## config.mk

```make
export PLATFORM = sky130hd
export DESIGN_NAME = branch_pred_sched
export DESIGN_NICKNAME = d
export VERILOG_FILES = /design/src/rtl/branch_pred_sched.sv
export SDC_FILE = /design/constraint.sdc
export NUM_CORES = 1
export LEC_CHECK = 0
export ABC_AREA = 1
export CORE_MARGIN = 2
export CORE_UTILIZATION = 60
export CTS_CLUSTER_SIZE = 20
export DETAILED_ROUTE_END_ITERATION = 10
export PLACE_DENSITY = 0.88
export SETUP_SLACK_MARGIN = 0.02
export SLEW_MARGIN = 10
export SYNTH_ARGS = -nofsm -noshare
export SYNTH_HDL_FRONTEND = slang
export SYNTH_SLANG_ARGS = --single-unit
```

## constraint.sdc

```tcl
create_clock -name clk -period 2.08 [get_ports clk]
set_clock_uncertainty 0.05 [all_clocks]
set_input_delay 0.52 -clock clk [delete_from_list [all_inputs] [get_ports clk]]
set_output_delay 0.52 -clock clk [all_outputs]
set_load 0.05 [all_outputs]
```

## src/rtl/branch_pred_sched.sv

```systemverilog
// -----------------------------------------------------------------------------
// branch_pred_sched
//
// Branch prediction scheduler. This block sits between fetch, which issues
// lookups, and execute, which issues resolves in program order.
//
// The block holds a table of 2-bit saturating counters. It has 2**IDX_W
// entries, and every entry resets to INIT_STATE.
//   - A lookup reads counter[req_idx]. The lookup is accepted when req_valid
//     and req_ready are both high. On acceptance, {idx, prediction} is pushed
//     into an in-flight FIFO of DEPTH entries. The prediction bit appears on
//     pred_taken one cycle later, qualified by pred_valid.
//   - A resolve pops the FIFO head and trains that counter toward res_taken.
//     One cycle later it pulses mispredict if the stored prediction was wrong.
//     A resolve while the FIFO is empty is ignored and pulses res_err instead.
//
// Ports
//   clk         in   rising-edge clock
//   rst_n       in   asynchronous active-low reset
//   req_valid   in   lookup request
//   req_idx     in   [IDX_W] lookup index
//   req_ready   out  FIFO has room; a resolve in the same cycle does not help
//   pred_valid  out  registered, high one cycle after an accepted lookup
//   pred_taken  out  registered, counter[idx][1] sampled at acceptance
//   res_valid   in   resolve of the oldest outstanding prediction
//   res_taken   in   actual branch outcome
//   mispredict  out  registered 1-cycle pulse: outcome != stored prediction
//   res_err     out  registered 1-cycle pulse: resolve with an empty FIFO
//   inflight    out  [clog2(DEPTH)+1] current FIFO occupancy
//
// Optional feature: define BPS_STATS_EN to add stat_lookups[15:0] and
// stat_mispred[15:0]. These are saturating counters of accepted lookups and
// of mispredict pulses, and rst_n clears them.
// -----------------------------------------------------------------------------
module branch_pred_sched #(
  parameter int         IDX_W      = 4,
  parameter int         DEPTH      = 4,
  parameter logic [1:0] INIT_STATE = 2'b11
) (
  input  logic                     clk,
  input  logic                     rst_n,
  input  logic                     req_valid,
  input  logic [IDX_W-1:0]         req_idx,
  output logic                     req_ready,
  output logic                     pred_valid,
  output logic                     pred_taken,
  input  logic                     res_valid,
  input  logic                     res_taken,
  output logic                     mispredict,
  output logic                     res_err,
  output logic [$clog2(DEPTH):0]   inflight
`ifdef BPS_STATS_EN
  ,
  output logic [15:0]              stat_lookups,
  output logic [15:0]              stat_mispred
`endif
);

  localparam int ENTRIES = 1 << IDX_W;
  localparam int PTR_W   = $clog2(DEPTH);
  localparam int CNT_W   = PTR_W + 1;

  // One outstanding prediction: which counter it came from and what it said.
  typedef struct packed {
    logic [IDX_W-1:0] idx;
    logic             pred;
  } entry_t;

  // ---------------------------------------------------------------------------
  // State
  // ---------------------------------------------------------------------------
  logic [1:0]       ctr_q  [ENTRIES];
  entry_t           fifo_q [DEPTH];
  logic [PTR_W-1:0] wr_ptr_q;
  logic [PTR_W-1:0] rd_ptr_q;
  logic [CNT_W-1:0] count_q;

  // ---------------------------------------------------------------------------
  // Handshake and datapath decode
  // ---------------------------------------------------------------------------
  logic       fifo_empty;
  logic       push;
  logic       pop;
  logic       lookup_bit;
  logic       misp_set;
  entry_t     head;
  logic [1:0] head_ctr_next;

  assign fifo_empty = (count_q == '0);

  // Readiness looks only at current occupancy. A resolve in the same cycle
  // frees its slot only from the next cycle, which keeps req_ready registered.
  assign req_ready  = (count_q != CNT_W'(DEPTH));
  assign push       = req_valid & req_ready;
  assign pop        = res_valid & ~fifo_empty;

  // The lookup reads the pre-update table. A lookup and a resolve on the same
  // index in the same cycle therefore see the old counter value, and the
  // training becomes visible from the next cycle.
  assign lookup_bit = ctr_q[req_idx][1];
  assign head       = fifo_q[rd_ptr_q];
  assign misp_set   = pop & (res_taken != head.pred);

  // Saturating 2-bit training of the head entry's counter.
  // NOTE: every variable assigned in always_comb receives a default first, so
  // no path leaves it unassigned and no latch is inferred.
  always_comb begin
    head_ctr_next = ctr_q[head.idx];
    if (res_taken) begin
      if (ctr_q[head.idx] != 2'b11) head_ctr_next = ctr_q[head.idx] + 2'd1;
    end else begin
      if (ctr_q[head.idx] != 2'b00) head_ctr_next = ctr_q[head.idx] - 2'd1;
    end
  end

  // ---------------------------------------------------------------------------
  // Counter table: at most one entry (the resolved head's) changes per cycle.
  // ---------------------------------------------------------------------------
  // NOTE: the counter table is reset because its contents are architecturally
  // visible (every entry must start at INIT_STATE). The FIFO payload below is
  // not reset, because count_q alone decides which slots are valid.
  always_ff @(posedge clk or negedge rst_n) begin
    if (!rst_n) begin
      for (int i = 0; i < ENTRIES; i++) ctr_q[i] <= INIT_STATE;
    end else if (pop) begin
      // NOTE: sequential state uses non-blocking assignments only, so every
      // flop samples the values from before the edge.
      ctr_q[head.idx] <= head_ctr_next;
    end
  end

  // ---------------------------------------------------------------------------
  // In-flight FIFO
  // ---------------------------------------------------------------------------
  always_ff @(posedge clk) begin
    if (push) fifo_q[wr_ptr_q] <= '{idx: req_idx, pred: lookup_bit};
  end

  // DEPTH is a power of two, so the pointers wrap naturally at PTR_W bits.
  always_ff @(posedge clk or negedge rst_n) begin
    if (!rst_n) begin
      wr_ptr_q <= '0;
      rd_ptr_q <= '0;
      count_q  <= '0;
    end else begin
      if (push) wr_ptr_q <= wr_ptr_q + PTR_W'(1);
      if (pop)  rd_ptr_q <= rd_ptr_q + PTR_W'(1);
      unique case ({push, pop})
        2'b10:   count_q <= count_q + CNT_W'(1);
        2'b01:   count_q <= count_q - CNT_W'(1);
        default: count_q <= count_q;
      endcase
    end
  end

  assign inflight = count_q;

  // ---------------------------------------------------------------------------
  // Registered outputs
  // ---------------------------------------------------------------------------
  always_ff @(posedge clk or negedge rst_n) begin
    if (!rst_n) begin
      pred_valid <= 1'b0;
      pred_taken <= 1'b0;
      mispredict <= 1'b0;
      res_err    <= 1'b0;
    end else begin
      pred_valid <= push;
      pred_taken <= push & lookup_bit;
      mispredict <= misp_set;
      res_err    <= res_valid & fifo_empty;
    end
  end

`ifdef BPS_STATS_EN
  // ---------------------------------------------------------------------------
  // Saturating statistics
  // ---------------------------------------------------------------------------
  always_ff @(posedge clk or negedge rst_n) begin
    if (!rst_n) begin
      stat_lookups <= '0;
      stat_mispred <= '0;
    end else begin
      if (push && stat_lookups != 16'hFFFF)     stat_lookups <= stat_lookups + 16'd1;
      if (misp_set && stat_mispred != 16'hFFFF) stat_mispred <= stat_mispred + 16'd1;
    end
  end
`endif

  // ---------------------------------------------------------------------------
  // Structural invariants
  // ---------------------------------------------------------------------------
  a_count_bound : assert property (@(posedge clk) disable iff (!rst_n)
    count_q <= CNT_W'(DEPTH));
  a_no_push_full : assert property (@(posedge clk) disable iff (!rst_n)
    (count_q == CNT_W'(DEPTH)) |-> !push);

endmodule

```

---- Yosys cells after proc, flatten, opt, wreduce, memory -nomap -nowiden ----
Memories as Yosys holds them, arrays and structs flattened.
Cells that the tools add are included.
Widths: inputs -> output; s select.
word-level totals
  bits in registers ....................... 43
  RAM bits ................................ 20
  input bits .............................. 9
  output and inout port bits .............. 8
  logic and storage cells ................. 65
  memories kept ........................... 1
operators by class
  add/sub/neg operators ................... 6
  $lt $le $gt $ge ......................... 3
  equal/unequal tests ..................... 5
  mux-type cells .......................... 15
  bitwise operators ....................... 8
  reductions and logical operators ........ 4
memory list
  name    words  bits a word  rd ports  clocked after Yosys merged registers in  write ports  line  RTL
  fifo_q  4      5            1         0                                        1            73    entry_t fifo_q [DEPTH];
operator list
  operator             count
  $bwmux 32            1
  $bmux 2 s4           2
  $mux 2               8
  $ge 5x5->1 const B   2
  $not 4->5            2
  $demux 2 s4          1
  $add 2x1->2 const B  3
  $pmux 3 s2           1
  $and 1x1->1          5
  $lt 5x1->1 const B   1
  $reduce_bool 2->1    2
  $add 3x1->3 const B  1
  $logic_not 3->1      1
  $ne 3x3->1 const B   1
  $sub 3x1->3 const B  1
  $eq 2x1->1 const B   1
  $eq 2x2->1 const B   1
  $mux 1               2
  $ne 2x2->1 const B   1
  $sub 2x1->2 const B  1
  $logic_and 1x1->1    1
  $ne 1x1->1           1
  $not 1->1            1

---- Longest topological paths before layout ----
An unclocked memory read counts as a cell.
  depth in word-level cells ............... 9
  mapped depth ............................ 17
  depth with buffers taken out ............ 16

---- Worst setup path after synthesis ----
OpenSTA, ideal clock, no wires.
  kind .................................... register to register
  start point ............................. register count_q[0] (netlist: inflight[0])
  end point ............................... register count_q[2] (netlist: inflight[2])
  library setup time ...................... 0.131 ns
  data arrival time ....................... 2.546 ns
  required time ........................... 1.899 ns
  path slack .............................. -0.647 ns
  cell stages (with the launch flop) ...... 10
  path buffers ............................ 0
  period minus slack after synthesis ...... 2.727 ns
  cell sequence ........................... dfrtp_1 -> inv_1 -> nand3_1 -> nand2_1 -> ha_1 -> inv_1 -> fa_1 -> a21oi_1 -> o21ai_0 -> xor2_1
on the way
  elaborated cells on any way between the ends .. 11
  classes of those cells .................. add/sub (2); eq/ne (3); mux (1); bitwise (3); reduce/logical (2)
RTL lines
  item                                             line  RTL
  start: declaration                               76    logic [CNT_W-1:0] count_q;
  start signal: assignment                         149   2'b10: count_q <= count_q + CNT_W'(1);
  start signal: assignment                         150   2'b01: count_q <= count_q - CNT_W'(1);
  start signal: assignment                         151   default: count_q <= count_q;
  $ne 3x3->1 *                                     93    assign req_ready = (count_q != CNT_W'(DEPTH));
  named net req_ready                              44    output logic req_ready,
  $and 1x1->1 *                                    94    assign push = req_valid & req_ready;
  $eq 2x1->1 or $eq 2x2->1 (tied branches)         148   unique case ({push, pop})
  $pmux 3 s2 or $reduce_bool 2->1 (tied branches)  n/a
Mark *: on every way through the listed nets, which the timed path passes. The rest lies on a longest branch.
A chain may end at the register's enable or synchronous reset.

---- Final worst setup path ----
  start point ............................. register rd_ptr_q[0]
  end point ............................... register ctr_q[30] (netlist name)
on the way
  longest elaborated chain between the ends .. 9
  elaborated cells on any way between the ends .. 18
  classes of those cells .................. add/sub (2); order compare (2); eq/ne (1); mux (9); bitwise (1); reduce/logical (2); memory (1)
ends and longest elaborated chain
  item                                       line           RTL
  start: declaration                         75             logic [PTR_W-1:0] rd_ptr_q;
  start signal: assignment                   147            if (pop) rd_ptr_q <= rd_ptr_q + PTR_W'(1);
  $mem_v2 4x5 *                              n/a
  $not 4->5 (implied by the code) *          n/a
  $bmux 2 s4                                 108, 110, 112
  $mux 2 (implied by the code) (2 in a row)  108, 110, 112
  $sub 2x1->2 (tied with other cells)        112            if (ctr_q[head.idx] != 2'b00) head_ctr_next = ctr_q[head.idx] - 2'd1;
  $mux 2, on equally long branches           112, 110
  $mux 2                                     109            if (res_taken) begin
  $bwmux 32 *                                128            ctr_q[head.idx] <= head_ctr_next;
  end signal: indexed assignment             128
  end: declaration                           72             logic [1:0] ctr_q [ENTRIES];
Every way passes the cells marked *; elsewhere a longest branch is shown, timed or not. The select of a mux whose other input is x is not followed.

==> results.py <==
metrics = {
    "grt": {
        "grt_util_met1_pct": 35.7,
        "grt_start_max_net_pins": 29,
        "groute.layer.met3.usage_pct": 6.90,
        "grt.met2_usage_pct": 46.7,
        "grt_pass1_vias": 2929,
        "grt_antenna_before_repair": 0,
        "globalRoute.totalOverflow": 0,
        "grtUsageTotal_pct": 29.1,
        "grt_first_pass_wirelength_um": 13300,
        "globalRoute.busiestLayer": "met2",
    },
    "worst_setup_path": {
        "worst-endpoint-arrival_ns": 2.40,
        "worstPathRequired_ns": 2.32,
        "path_class": "reg -> reg",
        "cp-end-kind": "flip-flop",
        "worst_setup_path_start_kind": "flip-flop",
        "crit_path_leading_delay_family": "simple AND/OR/NAND/NOR gates",
        "critical_path.startpoint": "rd_ptr_q[0]",
        "critical_path.slowest_cell": "sky130_fd_sc_hd__dfrtp_2",
        "cp_cell_sequence": "clkinv_2 > nand2_1 > nand3_1 > o21ai_4 > inv_2 > nor2_4 > nand3_2 > nand2_4 > nor2_4 > nand2_4 > nand2_8 > nand2_8 > nand2_2 > nand2_1",
        "timing.critical_path.buf_inv": 2,
        "slowest_cell_delay_on_critical_path_ns": 0.50,
        "r2r-start": "rd_ptr_q[0]",
        "cp_max_fanout": 8,
    },
    "floorplan": {
        "initial_core_util_pct": 61.1,
        "floorplan.rows": 27,
        "floorplan.die.height_um": 78.4,
        "num_io_pins": 17,
        "design.core.area_sq_um": 5440,
        "die_x_um": 78.4,
        "dieArea_sq_um": 6150,
    },
    "clock_network": {
        "h-tree-depth": 3,
        "clock_sinks": 63,
        "root_buffer_cell": "sky130_fd_sc_hd__clkbuf_8",
        "tritoncts.num_buffers": 9,
        "worst_skew_pair.late_latency_ns": 0.36,
        "cts_tree": "done",
        "cts-root-to-sink-buffers": 2,
        "clk_transition_reported_paths_ns": 0.07,
    },
    "pwr": {
        "fin_total_pwr_mw": 7.69,
        "power_spent_charging_and_discharging_nets_mw": 3.75,
        "p_comb_share_pct": 58.0,
        "peakVddDrop_mv": 1.11,
        "static_leakage_power_nw": 1.82,
        "p_seq_share_pct": 28.7,
        "power.switching_fraction_pct": 48.7,
        "cell_internal_power_mw": 3.95,
        "pwr-share-clk_pct": 13.3,
        "power.density_cell_area_nw_per_um2": 1870,
    },
    "synth": {
        "synthCells": 392,
        "synth_area_sq_um": 3320,
        "synth-seq-cells": 63,
        "yosysWarnings": 0,
        "synth_enable_flop_cells": 20,
        "synth_async_sr_flop_share_pct": 68.3,
        "mappedNetlistNets": 407,
        "synth_top_cells_by_area": "sky130_fd_sc_hd__dfstp_2, sky130_fd_sc_hd__edfxtp_1, sky130_fd_sc_hd__nand2_1, sky130_fd_sc_hd__dfrtp_1, sky130_fd_sc_hd__nand3_1",
        "synth_cell_type_count": 29,
        "synth-main-ff-cell": "sky130_fd_sc_hd__dfstp_2",
        "post-synth-top-count-cell": "sky130_fd_sc_hd__nand2_1",
        "ys_seq_area_share_pct": 51.7,
        "synth.top_cell.area_share_pct": 25.3,
        "synth.avg_cell_area_sq_um": 8.47,
        "synth_area_leader_cell": "sky130_fd_sc_hd__dfstp_2",
        "netlist_top_cells_count": "sky130_fd_sc_hd__nand2_1, sky130_fd_sc_hd__nand3_1, sky130_fd_sc_hd__inv_1",
    },
    "placed_design": {
        "placed_cells": 497,
        "dpl.hpwl_um": 5510,
        "placed_cell_area_sq_um": 3740,
        "place.gp.congestion": 0.879,
        "pre_cts_ws_ns": -0.202,
        "io_buffers": 16,
    },
    "timing": {
        "post_route_fraction_of_the_period_consumed_by_the_critical_path_pct": 104,
        "worstMarginPinSlew_ns": 0.625,
        "highest_clock_rate_mhz": 464,
        "setup-violations-final": 32,
        "final_critical_path_setup_slack_ns": -0.0760,
        "timing_hold_violations_final": 0,
        "timing_max_transition_violations_final": 0,
        "max-slew-margin-rel_pct": 58.3,
        "rsz0062_at_grt": "true",
        "min_period_ns": 2.16,
    },
    "layout": {
        "antenna_cells_inserted": 0,
        "syn_to_final_growth_pct": 23.7,
        "postLayoutCoreUtil_pct": 75.5,
        "finalInstanceArea_sq_um": 4110,
        "post_route_cells_drive_above_1_share_pct": 29.5,
        "nets": 454,
        "layout.cells.non_filler": 516,
    },
    "flow_run": {
        "timing.max_cap.violations": 0,
    },
    "detailed_routing": {
        "routedWlPerCell_um": 17.0,
        "route.antenna.remaining_nets": 0,
        "first_pass_iters": 6,
        "detailed_route_vias_per_instance": 5.71,
        "detailedRoute.firstIterationViolations": 397,
        "drcViolationCount": 0,
        "wl_um": 8770,
        "via_count": 2945,
    },
    "outcome": {
        "outcome": "finished with violations",
        "violated_checks": "negative setup slack",
    },
    "min_path": {
        "min-delay-path-class": "in -> async",
    },
}
==> area by class of cell <==
class	count	area (sq um)
clock buffers	11	131
clock inverters	5	50.0
fillers	367	1330
inverters	48	193
multi-input cells	273	1510
flip-flops and latches	63	1720
well taps	72	90.1
repair buffers	43	407
repair inverters	1	5.00
==> power by group through the flow <==
stage / clock network [mW] / registers, mW / logic (mW)
2_1_floorplan: 0 / 2.25 / 2.52
3_3_place_gp: 0 / 2.17 / 3.47
6_report: 1.02 / 2.21 / 4.46
4_1_cts: 1.03 / 2.18 / 3.76
3_5_place_dp: 0 / 2.19 / 3.60
5_1_grt: 1.08 / 2.25 / 4.79
==> per-layer routing <==
layer  vias up  share of wire (%)
li1       1344                  -
met1      1382                 39
met2       182                 49
met3        37                8.6
met4         0                3.4
met5         -                  0
==> what timing repair did <==
| item | 4_1_cts | 5_1_grt |
|---|---|---|
| buffers inserted | 0 | 1 |
| resized for setup | 11 | 37 |
| endpoints found under the hold margin | 0 | 0 |
| hold buffers | 0 | 0 |
| pin swaps | 1 | 14 |
| setup endpoints to repair | 35 | 33 |
| gates cloned | 0 | 2 |
==> cells in the final DEF (no fill, tap or decap), types with 2 or more instances in the layout <==
cell,count
sky130_fd_sc_hd__nand2_2,15
sky130_fd_sc_hd__nand2_4,8
sky130_fd_sc_hd__clkbuf_8,9
sky130_fd_sc_hd__ha_1,5
sky130_fd_sc_hd__o21ai_0,11
sky130_fd_sc_hd__dfrtp_2,4
sky130_fd_sc_hd__nand3_4,3
sky130_fd_sc_hd__dfrtp_1,7
sky130_fd_sc_hd__nor2_1,26
sky130_fd_sc_hd__clkinv_2,2
sky130_fd_sc_hd__dfstp_2,32
sky130_fd_sc_hd__dlygate4sd2_1,3
sky130_fd_sc_hd__nand3_2,4
sky130_fd_sc_hd__o21ai_4,2
sky130_fd_sc_hd__nand2_1,116
sky130_fd_sc_hd__clkdlybuf4s50_1,7
sky130_fd_sc_hd__inv_1,40
sky130_fd_sc_hd__mux2i_1,4
sky130_fd_sc_hd__buf_6,6
sky130_fd_sc_hd__nor2_2,2
sky130_fd_sc_hd__o211ai_1,4
sky130_fd_sc_hd__inv_2,4
sky130_fd_sc_hd__a21oi_1,7
sky130_fd_sc_hd__nor2_4,4
sky130_fd_sc_hd__nand3_1,51
sky130_fd_sc_hd__clkinv_1,2
sky130_fd_sc_hd__edfxtp_1,20
sky130_fd_sc_hd__buf_4,22
sky130_fd_sc_hd__inv_4,3
sky130_fd_sc_hd__buf_12,3
sky130_fd_sc_hd__clkbuf_1,2
sky130_fd_sc_hd__nand2_8,3
sky130_fd_sc_hd__xor2_1,3
==> registers in the layout (all words and copies together) (netlist names) <==
name	count
ctr_q	32
pred_taken	1
pred_valid	1
inflight	3
mispredict	1
wr_ptr_q	2
res_err	1
rd_ptr_q	2
fifo_q	20
==> stage by stage <==
step / hold slack [ns] / setup TNS [ns]
2_1_floorplan: 0.174 / 0
3_3_place_gp: 0.406 / -0.233
3_5_place_dp: 0.407 / -2.74
4_1_cts: 0.151 / 0
5_1_grt: 0.180 / -3.64
6_report: 0.131 / -1.23
==> worst paths after layout <==
path                          endpoint  slack [ns]  depth (start not counted)
max                          ctr_q[30]       -0.08                         14
min                        inflight[2]        0.13                          1
max reg2reg                  ctr_q[30]       -0.08                         14
min reg2reg                  ctr_q[16]        0.41                          2
max in group asynchronous     ctr_q[2]        1.19                          2
min in group clk             ctr_q[16]        0.41                          2
==> logic make-up after synthesis <==
group	synth area share [%]
compound gates	4.48
fa+ha+maj	2.49
xor+xnor	1.06
simple gates	31.3
mux	1.21
buf+inv	7.76
flops	51.7
Power figures use the tool's default switching activity.
